**src/rtl/pc_gen.sv**
```systemverilog
// ============================================================================
//  Module   : pc_gen
//  Brief    : RISC-V fetch-stage program-counter generator with valid/ready
//             handshake, redirect and trap entry, misaligned-target fault state
//             and an accepted-fetch counter.
//  Revision : 1.0
// ============================================================================
`default_nettype none

module pc_gen #(
  parameter int              XLEN         = 32,
  parameter logic [XLEN-1:0] RESET_VECTOR = '0,
  parameter int              STEP         = 4,
  parameter int              ALIGN_BITS   = 2,
  parameter int              CNT_W        = 32
) (
  input  logic             clk,
  input  logic             clr,
  input  logic             pc_ready,
  input  logic             redirect_valid,
  input  logic [XLEN-1:0]  redirect_target,
  input  logic             trap_valid,
  input  logic [XLEN-1:0]  trap_vector,
  output logic [XLEN-1:0]  pc,
  output logic             pc_valid,
  output logic             misaligned,
  output logic [CNT_W-1:0] fetch_count
);

  localparam logic [1:0] c_BOOT  = 2'd0;
  localparam logic [1:0] c_RUN   = 2'd1;
  localparam logic [1:0] c_FAULT = 2'd2;

  // Mask form keeps ALIGN_BITS = 0 legal without a reversed part-select.
  localparam logic [XLEN-1:0] c_ALIGN_MASK = (XLEN'(1) << ALIGN_BITS) - XLEN'(1);

  logic [1:0]       state_q, state_d;
  logic [XLEN-1:0]  pc_q, pc_d;
  logic [CNT_W-1:0] cnt_q, cnt_d;
  logic             w_transfer;
  logic             w_target_ok;

  always_ff @(posedge clk) begin
    if (clr) begin
      state_q <= c_BOOT;
      pc_q    <= RESET_VECTOR;
      cnt_q   <= '0;
    end else begin
      state_q <= state_d;
      pc_q    <= pc_d;
      cnt_q   <= cnt_d;
    end
  end

  assign w_transfer  = (state_q == c_RUN) && pc_ready;
  assign w_target_ok = (redirect_target & c_ALIGN_MASK) == '0;

  always_comb begin
    state_d = state_q;
    pc_d    = pc_q;
    cnt_d   = cnt_q;

    if (w_transfer) begin
      cnt_d = cnt_q + CNT_W'(1);
    end

    if (trap_valid) begin
      pc_d    = trap_vector & ~c_ALIGN_MASK;
      state_d = c_RUN;
    end else begin
      case (state_q)
        c_BOOT: state_d = c_RUN;
        c_RUN: begin
          if (redirect_valid) begin
            // Offending target is kept on pc so the trap handler can report it.
            pc_d    = redirect_target;
            state_d = w_target_ok ? c_RUN : c_FAULT;
          end else if (w_transfer) begin
            pc_d = pc_q + XLEN'(STEP);
          end
        end
        default: state_d = state_q;
      endcase
    end
  end

  always_comb begin
    pc          = pc_q;
    fetch_count = cnt_q;
    pc_valid    = (state_q == c_RUN);
    misaligned  = (state_q == c_FAULT);
  end

endmodule

`default_nettype wire

```
**config.mk**
```make
export PLATFORM = sky130hd
export DESIGN_NAME = pc_gen
export DESIGN_NICKNAME = d
export VERILOG_FILES = /design/src/rtl/pc_gen.sv
export SDC_FILE = /design/constraint.sdc
export NUM_CORES = 1
export LEC_CHECK = 0
export CORE_ASPECT_RATIO = 1.25
export CORE_UTILIZATION = 46
export CTS_CLUSTER_DIAMETER = 30
export DETAILED_ROUTE_END_ITERATION = 10
export GPL_TIMING_DRIVEN = 0
export PLACE_DENSITY = 0.81
export SYNTH_ARGS = -nofsm -noshare
export SYNTH_HDL_FRONTEND = slang
export SYNTH_SLANG_ARGS = --single-unit
```
**constraint.sdc**
```tcl
create_clock -name clk -period 2.6 [get_ports clk]
set_clock_uncertainty 0.2 [all_clocks]
set_input_delay 0.65 -clock clk [delete_from_list [all_inputs] [get_ports clk]]
set_output_delay 0.65 -clock clk [all_outputs]
set_load 0.005 [all_outputs]
```
==> results of run 1 <==
==> worst reg2reg max path: stages, from the launching register on <==
cell and delay, ns:
dfxtp_1 0.43, ha_1 0.25, nand4_1 0.33, nor3_2 0.57
nand4b_1 0.24, mux2i_1 0.17, a211oi_1 0.20
==> routing by layer <==
layer / global-route usage (%) / vias up
li1: - / 2006
met5: 0 / -
met3: 3.949 / 24
met1: 34.09 / 2021
met2: 48.19 / 205
met4: 13.18 / 0
==> cell families (layout without fill, tap and decap cells) <==
group                      after synthesis  count (layout)  share of synthesized area, %
DFF                                     66              66                         34.11
and+or+nand+nor                        217             217                         31.62
AOI/OAI and AO/OA                       97              97                         17.73
muxes                                    7               7                         1.809
buffers and inverters                   35             181                         4.134
adders and majority gates                2               2                        0.6459
xor gates and xnor gates                44              44                         9.948
==> worst max-delay path by stage <==
stage | to | slack (ns) | cells after the start
floorplan | pc[27] | 0.56 | 5
global placement | pc[27] | -0.37 | 6
detailed placement | pc[20] | -0.44 | 6
CTS | pc_valid | 0.02 | 3
global route | fetch_count[15] | 0.003 | 6
finish | pc_valid | 0.09 | 3
==> timing repair <==
action                     CTS  global route
setup endpoints to repair   11             5
gates resized for setup      2             3
pin swaps                    0             1
==> area by class of cell <==
type / count / area (um2) / share of cell area (%)
inverter: 6 / 25.02 / 0.4527
sequential: 66 / 1321 / 23.90
tap: 97 / 121.4 / 2.196
timing repair buffer: 130 / 1301 / 23.54
buffer: 29 / 138.9 / 2.512
clock buffer: 10 / 127.6 / 2.309
clock inverter: 6 / 91.34 / 1.652
multi-input combinational: 367 / 2401 / 43.44
==> power by group through the flow <==
stage / Combinational [uW] / Sequential (uW) / Clock (uW)
floorplan: 187 / 1120 / 0
global placement: 412 / 1130 / 0
detailed placement: 420 / 1130 / 0
CTS: 424 / 1110 / 972
global route: 459 / 1120 / 1020
finish: 428 / 1110 / 964
==> through the flow <==
step | util (%) | cells
finish | 67.46 | 711
global route | 67.46 | 711
CTS | 67.41 | 711
detailed placement | 64.64 | 695
global placement | 64.64 | 695
floorplan | - | 468
==> cells in the mapped netlist, types with 4 or more instances <==
cell type / n / area share (%)
dfxtp_1: 66 / 34
nor2_1: 59 / 5.7
nand2_1: 42 / 4.1
xor2_1: 34 / 7.7
nand4_1: 23 / 3.7
nand3_1: 20 / 2.6
o21ai_0: 20 / 2.6
a22oi_1: 13 / 2.5
a2bb2oi_1: 11 / 2.5
clkbuf_1: 11 / 1.1
nor3_1: 11 / 1.4
a21oi_1: 10 / 1.3
xnor2_1: 10 / 2.3
buf_2: 9 / 1.2
and3_1: 7 / 1.1
and4_1: 7 / 1.6
mux2i_1: 7 / 1.8
a221oi_1: 6 / 1.4
buf_1: 6 / 0.58
nand3b_1: 6 / 1.2
and2_1: 5 / 0.81
inv_1: 5 / 0.48
o221ai_1: 5 / 1.1
a211oi_1: 4 / 0.78
a31oi_1: 4 / 0.65
nor2b_1: 4 / 0.65
nor4_1: 4 / 0.65
o211ai_1: 4 / 0.78
==> state kept, by name (all words and copies together) (netlist names), named ones only <==
name and count:
pc 30, state_q 2, fetch_count 32
==> flow_summary.yaml, run 1 <==
layout:
  syn2layout_area_growth_pct: 42.70
  nFillCells: 689
  antennaDiodeCount: 0
  fin_area_mm2: 0.005528
  nets: 680
  layout_common_cells: "clkdlybuf4s50_1, dfxtp_1, nor2_1, nand2_1, xor2_1"
  final_common_cell: "clkdlybuf4s50_1"
  drive_gt1_share_pct: 8.143
timing:
  whs_ns: 0.3251
  setup_viol: 0
  tightestPinTransition_ns: 0.8771
  fin_crit_sh_pct: 96.64
  finalHoldViolCount: 0
  period_needed_ns: 2.513
  setup_tns_ns: 0
  timing.fmax_mhz: 398.0
  rsz0062_at_grt: "no"
  setup_ws_ns: 0.08724
  slew_headroom_pct: 41.07
  maxSlewViolCount: 0
synth:
  synth_fp_nets: 539
  syn_avg_cell_area_um2: 8.277
  syn-cell-area_mm2: 0.003874
  post_synth_inst_count: 468
  synth_cell_types: 67
  yosysWarnings: 0
  ys_async_sr_fraction_pct: 0
  ys_ff_latch: 66
  ys_seq_area_share_pct: 34.11
  synth_edf_count: 0
  ys.flop_type: "dfxtp_1"
worst_setup_path:
  critPathTopFamily: "buffers and inverters"
  timing.rr.start: "pc[2]"
  critPathLaunch: "state_q[0]"
  endpoint_kind: "primary output"
  slowest_stage: "clkdlybuf4s50_1"
  max_stage_delay_ns: 0.52
  cp-start-kind: "register"
  path_buf_inv: 2
  rrSetupSlack_ns: 0.14
  arrival_ns: 1.66
  crit_path_cell_trace: "nand2b_2, inv_4, clkdlybuf4s50_1"
  critical_path_class: "register to primary output"
  worst_r2r_path_depth: 6
  cp.required_ns: 1.75
  rr_endpoint: "pc[30]"
  path_max_fanout: 10
clocking:
  hold_buffers: 0
  clock_sinks: 66
  cts_max_level: 3
  clock_path_buffers: 2
  cts_root_buffer: "clkbuf_8"
  cts_buffers: 9
  insertion_delay_ns: 0.35
  clkTransAtPathRegs_ns: 0.08
  post_cts_buffers: 0
  cts_tree: "done"
min_path:
  hold_path.class: "register to register"
  hp-start: "fetch_count[1]"
  hold_depth: 2
  min_to: "fetch_count[1]"
die:
  row_count: 37
  fp.dieH_um: 104.6
  fp.dieArea_mm2: 0.008795
  start_util_pct: 47.27
  placeableCoreArea_mm2: 0.008194
  io_pins: 135
  die_x_um: 84.08
pwr:
  vdd_drop_max_v: 0.0002316
  powerDensity_mw_per_mm2: 452.9
  power_frac_seq_pct: 44.4
  p_leak_uw: 0.002035
  power.total_uw: 2503
  clkPwrFrac_pct: 38.5
  switching_share_pct: 26.70
  comb_power_share_pct: 17.1
  p_sw_uw: 668.3
  intPower_uw: 1835
drt:
  wl_met3_um: 892
  vias: 4256
  first_iter_violations: 235
  drt-vias-per-instance: 5.986
  antenna_left: 0
  dr.max_layer_used: "met4"
  drcViolationCount: 16
  wl_met1_um: 4983
  routedWlPerCell_um: 17.47
  routed_wl_um: 12420
  routed-wl-met2_um: 6250
  firstDrtPassIters: 8
placement:
  pre_cts_ws_ns: -0.4392
  place_hpwl_um: 9194
  port_buffers: 130
  place_area_mm2: 0.005296
  place_congestion: 0.9173
global_route:
  grt_overflow: 0
  grt_pass1_vias: 4009
  antenna_found_initial: 0
  track_usage_pct: 27.95
  grt_max_degree: 13
  grt_pass1_wl_um: 19590
run:
  cap_violations: 0
outcome:
  outcome: "complete, but fails checks"
  violations: "design-rule violations"
Note: power is estimated with default switching activity, not from simulation.
==> inputs of run 2 (changes only) <==
- clock period: 2.6 -> 2.55 ns (I/O delays scaled with it)
==> run 2 against run 1 <==
  * Critical path depth is the same
  * The flow still finishes with violations (design-rule violations)
  * Cell count is the same
  * Combinational power grew 2%
==> flow_summary.yaml, run 2 (synthesis results as in run 1) <==
outcome:
  outcome: "complete, but fails checks"
  violations: "design-rule violations"
layout:
  antennaDiodeCount: 0
  fin_util_pct: 67.58
  largest_reg_flops: 32
  syn2layout_area_growth_pct: 42.96
  fin_area_mm2: 0.005538
  final_common_cell: "clkdlybuf4s50_1"
  layout_common_cells: "clkdlybuf4s50_1, dfxtp_1, nor2_1, nand2_1, xor2_1"
  fin_cells: 711
  drive_gt1_share_pct: 8.306
  nets: 680
pwr:
  vdd_drop_max_v: 0.0002368
  p_leak_uw: 0.002059
  powerDensity_mw_per_mm2: 460.3
  power_frac_seq_pct: 44.5
  p_sw_uw: 677.6
  switching_share_pct: 26.58
  intPower_uw: 1871
  comb_power_share_pct: 17.1
  clkPwrFrac_pct: 38.4
global_route:
  track_usage_pct: 28.00
  grt_overflow: 0
  grt_pass1_vias: 4021
  antenna_found_initial: 0
  grt_max_degree: 13
  grt_pass1_wl_um: 19620
clocking:
  insertion_delay_ns: 0.35
  cts_root_buffer: "clkbuf_8"
  cts_tree: "done"
  clkTransAtPathRegs_ns: 0.07
  post_cts_buffers: 0
  hold_buffers: 0
  cts_max_level: 3
  cts_buffers: 9
  clock_path_buffers: 2
  clock_sinks: 66
drt:
  drt-vias-per-instance: 5.930
  routed_wl_um: 12390
  firstDrtPassIters: 8
  drcViolationCount: 16
  antenna_left: 0
  routedWlPerCell_um: 17.42
  vias: 4216
  first_iter_violations: 260
worst_setup_path:
  endpoint_kind: "primary output"
  arrival_ns: 1.62
  cp.required_ns: 1.71
  critical_path_class: "register to primary output"
  cp-start-kind: "register"
  path_max_fanout: 10
placement:
  place_congestion: 0.9173
  place_area_mm2: 0.005296
  port_buffers: 130
  dp.cells: 695
  place_hpwl_um: 9194
die:
  io_pins: 135
  fp.dieH_um: 104.6
  start_util_pct: 47.27
  fp.dieArea_mm2: 0.008795
  row_count: 37
  die_x_um: 84.08
  placeableCoreArea_mm2: 0.008194
timing:
  whs_ns: 0.3250
  finalHoldViolCount: 0
  timing.fmax_mhz: 407.1
  rsz0062_at_grt: "no"
  slew_headroom_pct: 41.03
  setup_viol: 0
  setup_tns_ns: 0
  period_needed_ns: 2.456
  tightestPinTransition_ns: 0.8777
  fin_crit_sh_pct: 96.33
  maxSlewViolCount: 0
min_path:
  hold_path.class: "register to register"
run:
  cap_violations: 0
==> run 2: cell count changes in the layout (fill, tap and decap cells not counted), sizes merged <==
cell	change
clkdlybuf4s50	-1
clkbuf	-1
buf	+1
dlymetal6s2s	+1
==> run 2: through the flow <==
step                power [uW]  setup WS (ns)
floorplan                 1333         0.5264
global placement          1574        -0.4107
detailed placement        1582        -0.4767
CTS                       2554        0.05403
global route              2646        0.02825
finish                    2549        0.09351
==> run 2: layout make-up <==
class	count	area, um2
flip-flops and latches	66	1323
fillers	688	2656
repair buffers	130	1304
plain buffers	29	138.9
multi-input cells	367	2407
clock inverters	6	91.34
clock buffers	10	127.6
inverters	6	25.02
well taps	97	121.4
==> run 2: repair_timing <==
action	4_1_cts	5_1_grt
setup endpoints to repair	11	15
gates resized for setup	3	6
pin swaps	0	1
==> run 2: worst paths after layout <==
| path | to | slack (ns) | depth (start not counted) | startpoint |
|---|---|---|---|---|
| max | pc_valid | 0.09 | 3 | state_q[1] |
| min reg2reg | fetch_count[1] | 0.33 | 2 | fetch_count[1] |
| max reg2reg | pc[30] | 0.17 | 6 | pc[2] |
| min | fetch_count[1] | 0.33 | 2 | fetch_count[1] |
==> run 2: worst max-delay path, stage by stage, from the launching register on <==
cell and delay (ns):
dfxtp_1 0.34, nand2b_2 0.25, inv_4 0.16, clkdlybuf4s50_1 0.52
==> run 2: power by group through the flow <==
stage          Combinational (uW)  Clock (uW)  Sequential (uW)
6_report                      436         979             1130
5_1_grt                       468        1040             1140
4_1_cts                       432         991             1130
3_5_place_dp                  428           0             1150
3_3_place_gp                  420           0             1150
2_1_floorplan                 190           0             1140
==> run 2: metal layers <==
layer | GRT usage, % | vias to the layer above | wire length (um)
li1 | - | 2003 | -
met1 | 33.84 | 2007 | 5031
met2 | 48.59 | 184 | 6223
met3 | 4.344 | 22 | 862
met4 | 12.68 | 0 | 269
met5 | 0 | - | 0
